### config.mk
export PLATFORM = sky130hd
export DESIGN_NAME = ides4_soft_flat
export DESIGN_NICKNAME = d
export VERILOG_FILES = /design/src/rtl/ides4_pkg.sv /design/src/rtl/ides4_soft_if.sv /design/src/rtl/ides4_word_aligner.sv /design/src/rtl/ides4_soft.sv /design/src/flat_wrapper.sv
export SDC_FILE = /design/constraint.sdc
export NUM_CORES = 1
export LEC_CHECK = 0
export ABC_AREA = 1
export BUFFER_PORTS_ARGS = -buffer_cell sky130_fd_sc_hd__buf_2
export CAP_MARGIN = 15
export CORE_UTILIZATION = 45
export CTS_BUF_LIST = sky130_fd_sc_hd__clkbuf_4 sky130_fd_sc_hd__clkbuf_8 sky130_fd_sc_hd__clkbuf_16
export CTS_CLUSTER_DIAMETER = 40
export DETAILED_ROUTE_END_ITERATION = 16
export PLACE_DENSITY = 0.71
export SLEW_MARGIN = 20
export SYNTH_ARGS = -nofsm -noshare
export SYNTH_HDL_FRONTEND = slang
export SYNTH_SLANG_ARGS = --single-unit
### constraint.sdc
create_clock -name clk -period 1.6 [get_ports clk]
set_input_delay 0.16 -clock clk [delete_from_list [all_inputs] [get_ports clk]]
set_output_delay 0.16 -clock clk [all_outputs]
set_load 0.01 [all_outputs]
### src/rtl/ides4_pkg.sv
// Shared constants and types for the ides4_soft 4:1 fabric deserializer.
package ides4_pkg;

  localparam int unsigned DES_W = 4;

  // Training word as seen on q (q[0] = first bit received).
  localparam logic [DES_W-1:0] PATTERN_DEFAULT = 4'b1010;

  typedef enum logic [1:0] {
    HUNT      = 2'd0,
    SLIP_WAIT = 2'd1,
    LOCKED    = 2'd2
  } align_state_t;

endpackage

### src/rtl/ides4_soft_if.sv
// Serial-in / word-out bundle of ides4_soft. The driver of the serial stream
// and consumer of the words uses master; the deserializer uses slave.
interface ides4_soft_if;
  import ides4_pkg::*;

  logic             d;
  logic             calib;
  logic             align_en;
  logic [DES_W-1:0] q;
  logic             q_valid;
  logic             pclk_o;
  logic             locked;
  logic [1:0]       slip_ofs;
  logic [15:0]      err_cnt;

  modport master (
    output d, calib, align_en,
    input  q, q_valid, pclk_o, locked, slip_ofs, err_cnt
  );

  modport slave (
    input  d, calib, align_en,
    output q, q_valid, pclk_o, locked, slip_ofs, err_cnt
  );

endinterface

### src/rtl/ides4_word_aligner.sv
// Word-boundary hunt FSM for ides4_soft: compares each word against the
// training pattern, requests bitslips while hunting and tracks lock/loss.
module ides4_word_aligner
  import ides4_pkg::*;
#(
  parameter logic [DES_W-1:0] PATTERN      = PATTERN_DEFAULT,
  parameter int unsigned      LOCK_COUNT   = 8,
  parameter int unsigned      LOSS_COUNT   = 4,
  parameter int unsigned      SLIP_HOLDOFF = 2
) (
  input  logic             clk,
  input  logic             rst,
  input  logic [DES_W-1:0] q,
  input  logic             q_valid,
  input  logic             align_en,
  input  logic             calib,
  input  logic             slip_done,
  output logic             slip_req,
  output logic             locked
);

  localparam logic [7:0] LOCK_N = 8'(LOCK_COUNT);
  localparam logic [7:0] LOSS_N = 8'(LOSS_COUNT);
  localparam logic [3:0] HOLD_N = 4'(SLIP_HOLDOFF);

  align_state_t state, state_n;
  logic [7:0]   match_cnt, match_n;
  logic [7:0]   miss_cnt, miss_n;
  logic [3:0]   hold_cnt, hold_n;
  logic         slipped, slipped_n;
  logic         hit;

  assign hit    = (q == PATTERN);
  assign locked = (state == LOCKED);

  // State and counter registers.
  always_ff @(posedge clk) begin
    if (rst) begin
      state     <= HUNT;
      match_cnt <= '0;
      miss_cnt  <= '0;
      hold_cnt  <= '0;
      slipped   <= 1'b0;
    end else begin
      state     <= state_n;
      match_cnt <= match_n;
      miss_cnt  <= miss_n;
      hold_cnt  <= hold_n;
      slipped   <= slipped_n;
    end
  end

  // Next state, counter updates and slip request.
  always_comb begin
    state_n   = state;
    match_n   = match_cnt;
    miss_n    = miss_cnt;
    hold_n    = hold_cnt;
    slipped_n = slipped;
    slip_req  = 1'b0;
    if (calib) begin
      // A calib landing on the executing slip is merged into it, so that
      // slip counts as done here rather than waiting for one that never comes.
      match_n   = '0;
      miss_n    = '0;
      hold_n    = '0;
      slipped_n = slip_done;
      state_n   = (slip_done && HOLD_N == 4'd0) ? HUNT : SLIP_WAIT;
    end else begin
      case (state)
        HUNT: begin
          if (q_valid) begin
            if (hit) begin
              if (match_cnt + 8'd1 == LOCK_N) begin
                state_n = LOCKED;
                match_n = '0;
              end else begin
                match_n = match_cnt + 8'd1;
              end
            end else begin
              match_n = '0;
              if (align_en) begin
                slip_req  = 1'b1;
                state_n   = SLIP_WAIT;
                hold_n    = '0;
                slipped_n = 1'b0;
              end
            end
          end
        end
        SLIP_WAIT: begin
          if (!slipped) begin
            if (slip_done) begin
              if (HOLD_N == 4'd0) state_n = HUNT;
              else                slipped_n = 1'b1;
            end
          end else if (q_valid) begin
            if ({1'b0, hold_cnt} + 5'd1 == {1'b0, HOLD_N}) begin
              state_n   = HUNT;
              hold_n    = '0;
              slipped_n = 1'b0;
            end else begin
              hold_n = hold_cnt + 4'd1;
            end
          end
        end
        LOCKED: begin
          if (q_valid) begin
            if (hit) begin
              miss_n = '0;
            end else if (miss_cnt + 8'd1 == LOSS_N) begin
              state_n = HUNT;
              miss_n  = '0;
              match_n = '0;
            end else begin
              miss_n = miss_cnt + 8'd1;
            end
          end
        end
        default: state_n = HUNT;
      endcase
    end
  end

endmodule

### src/rtl/ides4_soft.sv
// ides4_soft: fabric 4:1 deserializer with divided word clock, bitslip and
// training-pattern lock. Optional error counter enabled by IDES4_ERRCNT_EN.
module ides4_soft
  import ides4_pkg::*;
#(
  parameter logic [DES_W-1:0] PATTERN      = PATTERN_DEFAULT,
  parameter int unsigned      LOCK_COUNT   = 8,
  parameter int unsigned      LOSS_COUNT   = 4,
  parameter int unsigned      SLIP_HOLDOFF = 2
) (
  input  logic         clk,
  input  logic         rst_i,
  ides4_soft_if.slave  bus
);

  // Only the three most recent bits are kept; the fourth is d itself at the
  // capture edge, so the word is identical to a 4-bit shift register's.
  logic [DES_W-2:0] sr;
  logic [1:0]       phase, phase_n;
  logic             slip_pend;
  logic             slip_exec;
  logic [DES_W-1:0] q_r;
  logic             qv_r;
  logic             pclk_r;
  logic [1:0]       ofs_r;
  logic             slip_req;
  logic             locked;

  assign slip_exec = (phase == 2'd3) && slip_pend;
  assign phase_n   = slip_exec ? 2'd3 : phase + 2'd1;

  // Shift register, word phase, bitslip execution and word capture.
  always_ff @(posedge clk) begin
    if (rst_i) begin
      sr        <= '0;
      phase     <= '0;
      slip_pend <= 1'b0;
      q_r       <= '0;
      qv_r      <= 1'b0;
      pclk_r    <= 1'b0;
      ofs_r     <= '0;
    end else begin
      sr     <= {bus.d, sr[DES_W-2:1]};
      phase  <= phase_n;
      pclk_r <= ~phase_n[1];
      qv_r   <= 1'b0;
      if (slip_exec) begin
        slip_pend <= 1'b0;
        ofs_r     <= ofs_r + 2'd1;
      end else begin
        slip_pend <= slip_pend | bus.calib | slip_req;
        if (phase == 2'd3) begin
          q_r  <= {bus.d, sr};
          qv_r <= 1'b1;
        end
      end
    end
  end

  ides4_word_aligner #(
    .PATTERN      (PATTERN),
    .LOCK_COUNT   (LOCK_COUNT),
    .LOSS_COUNT   (LOSS_COUNT),
    .SLIP_HOLDOFF (SLIP_HOLDOFF)
  ) u_aligner (
    .clk       (clk),
    .rst       (rst_i),
    .q         (q_r),
    .q_valid   (qv_r),
    .align_en  (bus.align_en),
    .calib     (bus.calib),
    .slip_done (slip_exec),
    .slip_req  (slip_req),
    .locked    (locked)
  );

`ifdef IDES4_ERRCNT_EN
  logic [15:0] err_r;

  // Saturating count of mismatching words seen while locked.
  always_ff @(posedge clk) begin
    if (rst_i) begin
      err_r <= '0;
    end else if (locked && qv_r && (q_r != PATTERN) && (err_r != 16'hFFFF)) begin
      err_r <= err_r + 16'd1;
    end
  end

  assign bus.err_cnt = err_r;
`else
  assign bus.err_cnt = '0;
`endif

  assign bus.q        = q_r;
  assign bus.q_valid  = qv_r;
  assign bus.pclk_o   = pclk_r;
  assign bus.locked   = locked;
  assign bus.slip_ofs = ofs_r;

endmodule

### src/flat_wrapper.sv
// flat-port wrapper written by rule: the top's interface ports become plain ports
module ides4_soft_flat import ides4_pkg::*;
#(
  parameter logic [DES_W-1:0] PATTERN      = PATTERN_DEFAULT,
  parameter int unsigned      LOCK_COUNT   = 8,
  parameter int unsigned      LOSS_COUNT   = 4,
  parameter int unsigned      SLIP_HOLDOFF = 2
)
  (clk, rst_i, bus_d, bus_calib, bus_align_en, bus_q, bus_q_valid, bus_pclk_o, bus_locked, bus_slip_ofs, bus_err_cnt);
  ides4_soft_if bus_i ();
  input  logic clk;
  input  logic rst_i;
  input wire logic [$bits(bus_i.d)-1:0] bus_d;
  input wire logic [$bits(bus_i.calib)-1:0] bus_calib;
  input wire logic [$bits(bus_i.align_en)-1:0] bus_align_en;
  output wire logic [$bits(bus_i.q)-1:0] bus_q;
  output wire logic [$bits(bus_i.q_valid)-1:0] bus_q_valid;
  output wire logic [$bits(bus_i.pclk_o)-1:0] bus_pclk_o;
  output wire logic [$bits(bus_i.locked)-1:0] bus_locked;
  output wire logic [$bits(bus_i.slip_ofs)-1:0] bus_slip_ofs;
  output wire logic [$bits(bus_i.err_cnt)-1:0] bus_err_cnt;
  assign bus_i.d = bus_d;
  assign bus_i.calib = bus_calib;
  assign bus_i.align_en = bus_align_en;
  assign bus_q = bus_i.q;
  assign bus_q_valid = bus_i.q_valid;
  assign bus_pclk_o = bus_i.pclk_o;
  assign bus_locked = bus_i.locked;
  assign bus_slip_ofs = bus_i.slip_ofs;
  assign bus_err_cnt = bus_i.err_cnt;
  ides4_soft #(.PATTERN(PATTERN), .LOCK_COUNT(LOCK_COUNT), .LOSS_COUNT(LOSS_COUNT), .SLIP_HOLDOFF(SLIP_HOLDOFF)) u_core (.clk(clk), .rst_i(rst_i), .bus(bus_i));
endmodule
==> out/metrics.yaml, run 1 <==
run_status:
  status: "finished with violations"
  failed_checks: "negative setup slack"
cts:
  insertion_delay_ns: 0.28
  cts_tree: "yes"
  cts_buffers: 5
  clkTransAtPathRegs_ns: 0.07
  cts-root-buf: "clkbuf_8"
  cts_num_sinks: 37
  cts_buffer_depth: 2
  h-tree-depth: 2
  hold_buffers: 0
synth:
  synth-seq-area-share: 0.358
  ys_types: 32
  avgSynthCellArea_um2: 6.78
  synthArstFlopShare: 0
  ys.flop_type: "dfxtp_1"
  netlist.top_cell.by_area: "dfxtp_1"
  syn_inst: 305
  synthDominantCellAreaShare: 0.358
  ys_ff_latch: 37
  yosys_warnings: 0
  syn-cell-area_um2: 2070
  yosys-top-cells-count: "nand2_1 (62), nor2_1 (55), dfxtp_1 (37)"
  post-synth-top-count-cell: "nand2_1"
  synth_area_leaders: "dfxtp_1 (36%), nand2_1 (11%), nor2_1 (10%)"
  synth_edf_count: 0
pwr:
  power_frac_clock: 0.340
  p_leak_nw: 1.11
  p_sw_frac: 0.289
  power.internal_mw: 1.49
  switching_power_mw: 0.605
  peakVddDrop_mv: 0.546
  total_power_mw: 2.09
  p_per_area_nw_per_um2: 802
  p_seq_frac: 0.476
  p_comb_frac: 0.184
timing:
  layout_setup_ws_ns: -0.0123
  finalHoldViolCount: 0
  fin_crit_sh: 1.01
  finalCriticalPeriod_ns: 1.61
  hold-worst-slack_ns: 0.113
  drv_slew: 0
  rsz0062_at_grt: "true"
  max_freq_mhz: 620
  fin_tns_setup_ns: -0.0123
  clock_skew_ns: 0.00325
  setup_viol: 1
setup_path:
  critPathLaunch: "u_core.u_aligner.miss_cnt[1]$_SDFFE_PP0P_"
  reg2reg_to: "u_core.u_aligner.state[0]$_SDFFE_PP0P_"
  worstRegToRegCells: 11
  critical_path.endpoint_type: "flip-flop"
  crit_end: "u_core.u_aligner.state[0]$_SDFFE_PP0P_"
  reg2reg_slack_ns: -0.01
  cp.required_ns: 1.78
  r2r_start: "u_core.u_aligner.miss_cnt[1]$_SDFFE_PP0P_"
  critPathLaunchType: "flip-flop"
  cp_max_fo: 3
  path_class: "reg -> reg"
  cp.arrival_ns: 1.80
floorplan:
  core-area_um2: 4380
  ioPinCount: 30
  die_area_um2: 4870
  initial_core_util: 0.471
  placementRows: 24
  die-width_um: 69.8
  die_h_um: 69.8
job:
  drv_cap: 0
global_route:
  grt_pass1_wl_mm: 7.24
  grt_max_degree: 15
  grt_pass1_vias: 1753
  antenna_found_initial: 0
  grt_usage: 0.183
  gr-total-overflow: 0
layout:
  diodes: 0
  drive_gt1_frac: 0.325
  nets: 354
  post-route-util: 0.595
  area_delta_synth_final_pct: 26.3
routing:
  drt-initial-drc-count: 86
  finalWirelength_mm: 4.42
  wl_per_cell_um: 11.1
  vias: 1955
  postRouteAntennaNets: 0
  drt_pass1_iterations: 4
  drc: 0
  vias_per_cell: 4.92
placement:
  portBuffers: 13
  dpl.hpwl_mm: 3.09
  routabilityCongestion: 0.838
  dp_slack_ns: -0.119
worst_hold_path:
  whs_path_depth: 3
  hp-class: "in -> reg"
[final cells by class]
class                   instances  area [um^2]
fillers                       408         1770
multi-input cells             227         1300
flip-flops and latches         37          761
repair buffers                 34          230
inverters                      39          154
clock buffers                   7         96.3
well taps                      52         65.1
clock inverters                 1         5.00
[cell families after synthesis]
logic type                 count (synthesis)  share of synthesized area
other                                      1                    0.00181
DFF                                       37                      0.358
and+or+nand+nor                          155                      0.341
adders and majority gates                  5                     0.0303
AOI/OAI and AO/OA                         47                      0.119
xor gates and xnor gates                   3                     0.0127
buffers and inverters                     57                      0.137
[metrics by stage]
| stage | instances | cell area [um^2] |
|---|---|---|
| floorplan | 320 | 2120 |
| global placement | 384 | 2250 |
| detailed placement | 384 | 2250 |
| CTS | 395 | 2460 |
| global route | 397 | 2610 |
| finish | 397 | 2610 |
[worst min path at each step]
stage                      from                 endpoint  slack (ns)
after floorplan           bus_d  u_core.sr[2]$_SDFF_PP0_        0.29
after global placement    bus_d  u_core.sr[2]$_SDFF_PP0_        0.41
after detailed placement  bus_d  u_core.sr[2]$_SDFF_PP0_        0.42
after CTS                 bus_d  u_core.sr[2]$_SDFF_PP0_        0.12
after global routing      bus_d  u_core.sr[2]$_SDFF_PP0_        0.12
final                     bus_d  u_core.sr[2]$_SDFF_PP0_        0.11
[state kept, by name (all words and copies together) (netlist names)]
register,count
u_core.u_aligner.miss_cnt,8
u_core.u_aligner.slipped,1
u_core.bus.q_valid,1
u_core.bus.slip_ofs,2
u_core.u_aligner.hold_cnt,4
u_core.u_aligner.state,2
u_core.slip_pend,1
u_core.u_aligner.match_cnt,8
u_core.phase,2
u_core.bus.q,4
u_core.bus.pclk_o,1
u_core.sr,3
[routing by layer]
metal  share of wire  wire length (um)  vias up  global-route usage
met4           0.015                65        0              0.0800
met5               0                 0        -                   0
li1                -                 -     1021                   -
met2            0.51              2240       31               0.317
met1            0.46              2020      898               0.224
met3           0.023               100        5              0.0276
[critical path, cell delays in order (launching register included)]
cell and delay, ns:
dfxtp_2 0.36, buf_6 0.12, nand3_4 0.08, o21ai_2 0.12, nand2_1 0.09, nor2_2 0.14, nand4_1 0.14, buf_4 0.17
a21oi_4 0.13, nand3_2 0.07, nand2_1 0.06, nor2_1 0.04
[layout by cell type (no fill, tap or decap), drive strengths merged]
cell type,synthesis,routed
nand2,64,65
nor2,60,60
inv,38,39
dfxtp,37,37
buf,17,34
o21ai,24,24
a21oi,20,20
conb,1,16
nand3,16,16
clkbuf,1,7
nand4,5,5
nor3,5,5
ha,5,5
nor3b,2,2
xor2,2,2
xnor2,1,1
or2,1,1
a211oi,1,1
nand3b,1,1
a31oi,1,1
or3,1,1
o221ai,1,1
clkinv,1,1
[timing repair]
action                                  CTS  global route
cloned                                    0             1
resized for setup                        23            54
endpoints found under the setup margin   10            16
setup buffers                             3             1
pin swaps                                 7            14
[power by group through the flow]
| stage | clock [mW] | combinational [mW] | sequential, mW |
|---|---|---|---|
| after global placement | 0 | 0.329 | 1.01 |
| after global routing | 0.759 | 0.433 | 1.00 |
| final | 0.713 | 0.385 | 0.997 |
| after detailed placement | 0 | 0.334 | 1.01 |
| after CTS | 0.732 | 0.343 | 0.992 |
| after floorplan | 0 | 0.270 | 1.02 |
Note: power is estimated with default switching activity, not from simulation.
==> run 2: changes to the inputs <==
- ABC_CLOCK_PERIOD_IN_PS: unset -> 1600
- SETUP_SLACK_MARGIN: unset -> 0.2
==> out/metrics.yaml, run 2 (synthesis results as in run 1) <==
floorplan:
  die_h_um: 69.8  # unchanged
  initial_core_util: 0.471  # unchanged
  placementRows: 24  # unchanged
  ioPinCount: 30  # unchanged
  die-width_um: 69.8  # unchanged
  die_area_um2: 4870  # unchanged
  core-area_um2: 4380  # unchanged
worst_hold_path:
  hp-class: "in -> reg"
cts:
  cts_tree: "yes"
  cts-root-buf: "clkbuf_8"
  cts_buffer_depth: 2  # unchanged
  cts_buffers: 5  # unchanged
  hold_buffers: 0  # unchanged
  insertion_delay_ns: 0.29  # about the same
  h-tree-depth: 2  # unchanged
  cts_num_sinks: 37  # unchanged
  clkTransAtPathRegs_ns: 0.08  # about the same
setup_path:
  critPathLaunchType: "flip-flop"
  path_class: "reg -> reg"
  critical_path.endpoint_type: "flip-flop"
  crit_family: "simple AND/OR/NAND/NOR gates"
  cp.required_ns: 1.79  # about the same
  critPathSlowestCell: "dfxtp_4"
  cpMostUsedCell: "nand2_1"
  cp.arrival_ns: 1.93  # +0.13 ns
  cp_max_fo: 5  # +2
  path_cells: "nand2_1 -> nor2_2 -> nand2_1 -> nand2_1 -> nand2_2 -> inv_2 -> nand4_1 -> nand2_2 -> nand2_4 -> o21ai_1 -> nor2_1"
  max_stage_delay_ns: 0.39  # +0.03 ns
  critPathBufInv: 1  # -1
layout:
  reg_top3: "u_core.u_aligner.match_cnt (8), u_core.u_aligner.miss_cnt (8)"
  area_delta_synth_final_pct: 30.8
  diodes: 0  # unchanged
  nets: 362  # +2.3%
  drive_gt1_frac: 0.352  # +0.0276
  final_cell_mix: "nand2_1 (49), nor2_1 (48), inv_1 (31)"
  final_common_cell: "nand2_1"
timing:
  clock_skew_ns: 0.00829  # +0.00504 ns
  finalCriticalPeriod_ns: 1.74  # +0.124 ns
  rsz0062_at_grt: "true"
  drv_slew: 0  # unchanged
  max_freq_mhz: 576  # -7.2%
  finalHoldViolCount: 0  # unchanged
  layout_setup_ws_ns: -0.137  # -0.124 ns
  fin_crit_sh: 1.09  # +0.0777
  setup_viol: 9  # +8
global_route:
  grt_usage: 0.191  # +0.00743
  gr-total-overflow: 0  # unchanged
  grt_pass1_vias: 1694  # -3.4%
  antenna_found_initial: 0  # unchanged
  grt_pass1_wl_mm: 7.48  # +3.3%
  grt_max_degree: 12  # -3
pwr:
  p_sw_frac: 0.286  # -0.00322
  peakVddDrop_mv: 0.587  # +7.5%
  p_comb_frac: 0.197  # +0.013
  p_per_area_nw_per_um2: 820  # +2.2%
  p_leak_nw: 1.15  # +2.8%
  power_frac_clock: 0.352  # +0.012
  switching_power_mw: 0.633  # +4.7%
  power.internal_mw: 1.58  # +6.3%
  total_power_mw: 2.22  # +5.9%
  p_seq_frac: 0.451  # -0.025
routing:
  vias: 2005  # +2.6%
  wl_met2_mm: 2.36  # +5.6%
  drt-initial-drc-count: 162  # +88%
  dr_wl_met3_um: 180  # +80%
  top_layer_used: "met4"
  drc: 0  # unchanged
  met1Wirelength_mm: 2.12  # +4.8%
  drt_pass1_iterations: 4  # unchanged
  vias_per_cell: 4.96  # +0.78%
  finalWirelength_mm: 4.77  # +7.8%
  postRouteAntennaNets: 0  # unchanged
  wl_per_cell_um: 11.8  # +5.9%
placement:
  dpl.hpwl_mm: 3.16  # +2.5%
  routabilityCongestion: 0.854  # +1.9%
  dp_slack_ns: -0.0286  # +0.0906 ns
  portBuffers: 13  # unchanged
run_status:
  status: "finished with violations"
  failed_checks: "negative setup slack"
job:
  drv_cap: 0  # unchanged
-- run 2: cell count changes in the layout (fill, tap and decap cells not counted), moves of 2 or more --
cell,previous run,this run
buf_4,19,28
nor2_1,42,48
nor2_2,12,6
dfxtp_4,2,7
nand2_1,54,49
nand2_2,8,12
dfxtp_1,25,22
buf_6,2,0
clkbuf_8,7,5
dfxtp_2,10,8
-- run 2: worst paths after layout --
check / from / end / slack, ns / depth (start not counted)
max: u_core.u_aligner.miss_cnt[1]$_SDFFE_PP0P_ / u_core.u_aligner.match_cnt[4]$_SDFFE_PP0P_ / -0.14 / 11
min: bus_d / u_core.sr[2]$_SDFF_PP0_ / 0.09 / 3
max reg2reg: u_core.u_aligner.miss_cnt[1]$_SDFFE_PP0P_ / u_core.u_aligner.match_cnt[4]$_SDFFE_PP0P_ / -0.14 / 11
min reg2reg: u_core.sr[1]$_SDFF_PP0_ / u_core.sr[0]$_SDFF_PP0_ / 0.44 / 2
-- run 2: repair_timing --
action | in CTS | in global routing
resized for setup | 24 | 36
endpoints found under the setup margin | 18 | 21
pin swaps | 12 | 16
gates cloned | 1 | 0
setup buffers | 10 | 5
-- run 2: power by group through the flow --
| stage | clock (mW) | combinational (mW) | sequential, mW |
|---|---|---|---|
| floorplan | 0 | 0.279 | 1.02 |
| global placement | 0 | 0.350 | 1.01 |
| detailed placement | 0 | 0.357 | 1.02 |
| CTS | 0.794 | 0.402 | 0.995 |
| global route | 0.832 | 0.490 | 1.00 |
| finish | 0.780 | 0.438 | 0.999 |
-- run 2: area by class of cell --
type / instances / area (um^2)
repair buffers: 42 / 295
multi-input cells: 227 / 1310
inverters: 39 / 156
clock buffers: 5 / 68.8
flip-flops and latches: 37 / 777
clock inverters: 2 / 35.0
well taps: 52 / 65.1
fillers: 376 / 1680
-- run 2: worst min-delay path, stage by stage --
cell and delay (ns):
buf_2 0.07, inv_1 0.04, nor2_1 0.07
-- run 2: per-stage QoR --
| stage | TNS (ns) | instance area [um^2] | util | hold slack [ns] | instances |
|---|---|---|---|---|---|
| 5_1_grt | -1.82 | 2700 | 0.616 | 0.105 | 404 |
| 6_report | -1.01 | 2700 | 0.616 | 0.0895 | 404 |
| 3_5_place_dp | -0.119 | 2290 | 0.523 | 0.389 | 381 |
| 3_3_place_gp | -0.0522 | 2290 | 0.523 | 0.378 | 381 |
| 4_1_cts | 0 | 2540 | 0.580 | 0.0904 | 399 |
| 2_1_floorplan | 0 | 2190 | - | 0.285 | 320 |
-- run 2: routing by layer --
layer  global-route usage  vias up
met4               0.0733        0
met2                0.321       50
met5                    0        -
met3               0.0407       11
met1                0.237      908
li1                     -     1036
==> run 3: changes to the inputs <==
- ABC_AREA: 1 -> unset
==> out/metrics.yaml, run 3 <==
run_status:
  status: "finished with violations"
  failed_checks: "negative setup slack"
layout:
  area_delta_synth_final_pct: 26.3
  reg_top3: "u_core.u_aligner.match_cnt (8), u_core.u_aligner.miss_cnt (8)"
  design_area_um2: 2580  # -4.5%
  final_cell_mix: "buf_4 (32), dfxtp_1 (29), nor2_1 (28)"
  drive_gt1_frac: 0.340  # -0.0120
  final_common_cell: "buf_4"
  nets: 297  # -18%
  fillers: 376  # unchanged
  diodes: 0  # unchanged
synth:
  netlist.top_cell.by_area: "dfxtp_1"
  yosys-top-cells-count: "dfxtp_1 (37), nor2_1 (29), a21oi_1 (17)"
  synth_edf_count: 0  # unchanged
  ys_types: 54  # +69%
  ys.flop_type: "dfxtp_1"
  ys_ff_latch: 37  # unchanged
  syn-cell-area_um2: 2040  # -1.2%
  yosys_warnings: 0  # unchanged
  synth-seq-area-share: 0.363  # +0.00417
  synthDominantCellAreaShare: 0.363  # +0.00417
  syn_inst: 242  # -21%
  avgSynthCellArea_um2: 8.44  # +25%
  post-synth-top-count-cell: "dfxtp_1"
  synth_area_leaders: "dfxtp_1 (36%), buf_4 (5.9%), nor2_1 (5.3%)"
  synthArstFlopShare: 0  # unchanged
cts:
  cts_num_sinks: 37  # unchanged
  insertion_delay_ns: 0.28  # about the same
  clkTransAtPathRegs_ns: 0.07  # about the same
  h-tree-depth: 2  # unchanged
  cts_buffer_depth: 2  # unchanged
  cts_buffers: 5  # unchanged
  cts_tree: "yes"
  cts-root-buf: "clkbuf_8"
global_route:
  grt_pass1_wl_mm: 7.07  # -5.4%
  grt_usage: 0.181  # -0.00969
  antenna_found_initial: 0  # unchanged
  gr-total-overflow: 0  # unchanged
  grt_pass1_vias: 1593  # -6.0%
  grt_max_degree: 18  # +6
routing:
  drc: 0  # unchanged
  vias_per_cell: 5.35  # +7.9%
  finalWirelength_mm: 4.35  # -8.8%
  wl_per_cell_um: 12.8  # +8.4%
  drt-initial-drc-count: 101  # -38%
  vias: 1820  # -9.2%
  drt_pass1_iterations: 5  # +1
  postRouteAntennaNets: 0  # unchanged
placement:
  place_area_um2: 2320  # +1.4%
  portBuffers: 13  # unchanged
  routabilityCongestion: 0.807  # -5.5%
  dpl.hpwl_mm: 3.06  # -3.2%
pwr:
  p_per_area_nw_per_um2: 737  # -10%
  p_leak_nw: 1.01  # -12%
  peakVddDrop_mv: 0.646  # +9.9%
setup_path:
  cp.required_ns: 1.80  # about the same
  reg2reg_slack_ns: -0.26  # -0.13 ns
  path_class: "reg -> reg"
  reg2reg_to: "u_core.u_aligner.state[0]$_SDFFE_PP0P_"
  cp_max_fo: 2  # -3
  r2r_start: "u_core.u_aligner.miss_cnt[3]$_SDFFE_PP0P_"
  critPathLaunchType: "flip-flop"
  critical_path.endpoint_type: "flip-flop"
  worstRegToRegCells: 6  # -5
  cp.arrival_ns: 2.07  # +0.14 ns
floorplan:
  die-width_um: 69.4  # -0.57%
  die_area_um2: 4810  # -1.1%
  placementRows: 24  # unchanged
  ioPinCount: 30  # unchanged
  core-area_um2: 4350  # -0.68%
  initial_core_util: 0.469  # -0.00221
  die_h_um: 69.4  # -0.57%
timing:
  rsz0062_at_grt: "true"
  finalCriticalPeriod_ns: 1.86  # +0.126 ns
  fin_crit_sh: 1.16  # +0.0785
  hold-worst-slack_ns: 0.116  # +0.0269 ns
  finalHoldViolCount: 0  # unchanged
  layout_setup_ws_ns: -0.262  # -0.126 ns
  drv_slew: 0  # unchanged
  clock_skew_ns: 0.00565  # -0.00263 ns
  max_freq_mhz: 537  # -6.7%
  setup_viol: 13  # +4
worst_hold_path:
  holdPathEnd: "u_core.sr[2]$_SDFF_PP0_"
  min_from: "bus_d"
  hp-class: "in -> reg"
  whs_path_depth: 2  # -1
job:
  drv_cap: 0  # unchanged
-- run 3: cell types whose count changed in the layout (fill, tap and decap cells not counted), sizes merged, moves of 6 or more --
cell	delta
nand2	-49
inv	-38
nor2	-31
nand3	-11
o21ai	-11
buf	+10
nor2b	+10
nor3	+7
and2	+6
-- run 3: routing by layer --
metal | part of all wire | track usage | vias to the layer above
met4 | 0.0078 | 0.0635 | 0
met2 | 0.49 | 0.296 | 44
li1 | - | - | 931
met1 | 0.46 | 0.235 | 841
met3 | 0.046 | 0.0392 | 4
met5 | 0 | 0 | -
-- run 3: worst max-delay path: stages, from the launching register on --
cell	delay, ns
dfxtp_2	0.32
or4_4	0.56
o41ai_4	0.23
buf_4	0.17
nand2_2	0.04
a211o_1	0.23
a221oi_2	0.22
-- run 3: power breakdown --
part	switching, mW	total (mW)	leakage [nW]	internal [mW]
sequential	0.0124	0.950	0.305	0.937
combinational	0.0829	0.143	0.642	0.0597
clock	0.325	0.809	0.0588	0.485
total	0.420	1.90	1.01	1.48
-- run 3: what timing repair did --
| action | CTS | global route |
|---|---|---|
| setup endpoints to repair | 25 | 25 |
| setup buffers | 1 | 4 |
| resized for setup | 12 | 14 |
| hold buffers | 0 | 0 |
| gates cloned | 1 | 0 |
| pin swaps | 8 | 6 |
-- run 3: kinds of logic after synthesis --
logic type	share of synthesized area
other cells	0.00184
mux	0.0300
buf+inv	0.100
fa+ha+maj	0.0306
compound gates	0.186
flops	0.363
xor+xnor	0.00857
simple gates	0.280
-- run 3: area by class of cell --
type / instances / area (um^2) / share of cell area
well taps: 52 / 65.1 / 0.0252
clock buffers: 6 / 76.3 / 0.0296
repair buffers: 52 / 387 / 0.150
flip-flops and latches: 37 / 753 / 0.292
clock inverters: 2 / 38.8 / 0.0150
inverters: 1 / 3.75 / 0.00145
multi-input cells: 190 / 1260 / 0.487
-- run 3: how the worst max path moves through the flow --
stage                     slack (ns)  cells past startpoint                                      start                                    endpoint
after floorplan                -0.23                      6  u_core.u_aligner.miss_cnt[3]$_SDFFE_PP0P_  u_core.u_aligner.match_cnt[3]$_SDFFE_PP0P_
after global routing           -0.31                      6  u_core.u_aligner.miss_cnt[3]$_SDFFE_PP0P_      u_core.u_aligner.state[0]$_SDFFE_PP0P_
final                          -0.26                      6  u_core.u_aligner.miss_cnt[3]$_SDFFE_PP0P_      u_core.u_aligner.state[0]$_SDFFE_PP0P_
after CTS                      -0.23                      6  u_core.u_aligner.miss_cnt[3]$_SDFFE_PP0P_      u_core.u_aligner.state[0]$_SDFFE_PP0P_
after global placement         -0.29                      5  u_core.u_aligner.miss_cnt[3]$_SDFFE_PP0P_  u_core.u_aligner.match_cnt[3]$_SDFFE_PP0P_
after detailed placement       -0.33                      5  u_core.u_aligner.miss_cnt[3]$_SDFFE_PP0P_  u_core.u_aligner.match_cnt[3]$_SDFFE_PP0P_
-- run 3: stage by stage --
step | total power, mW | setup slack [ns] | setup TNS (ns) | util | std cells
after floorplan | 1.09 | -0.227 | -1.06 | - | 257
after global placement | 1.10 | -0.292 | -2.05 | 0.534 | 326
after detailed placement | 1.10 | -0.330 | -2.32 | 0.534 | 326
after CTS | 1.93 | -0.233 | -1.55 | 0.575 | 336
after global routing | 1.99 | -0.307 | -2.71 | 0.593 | 340
final | 1.90 | -0.262 | -1.97 | 0.593 | 340
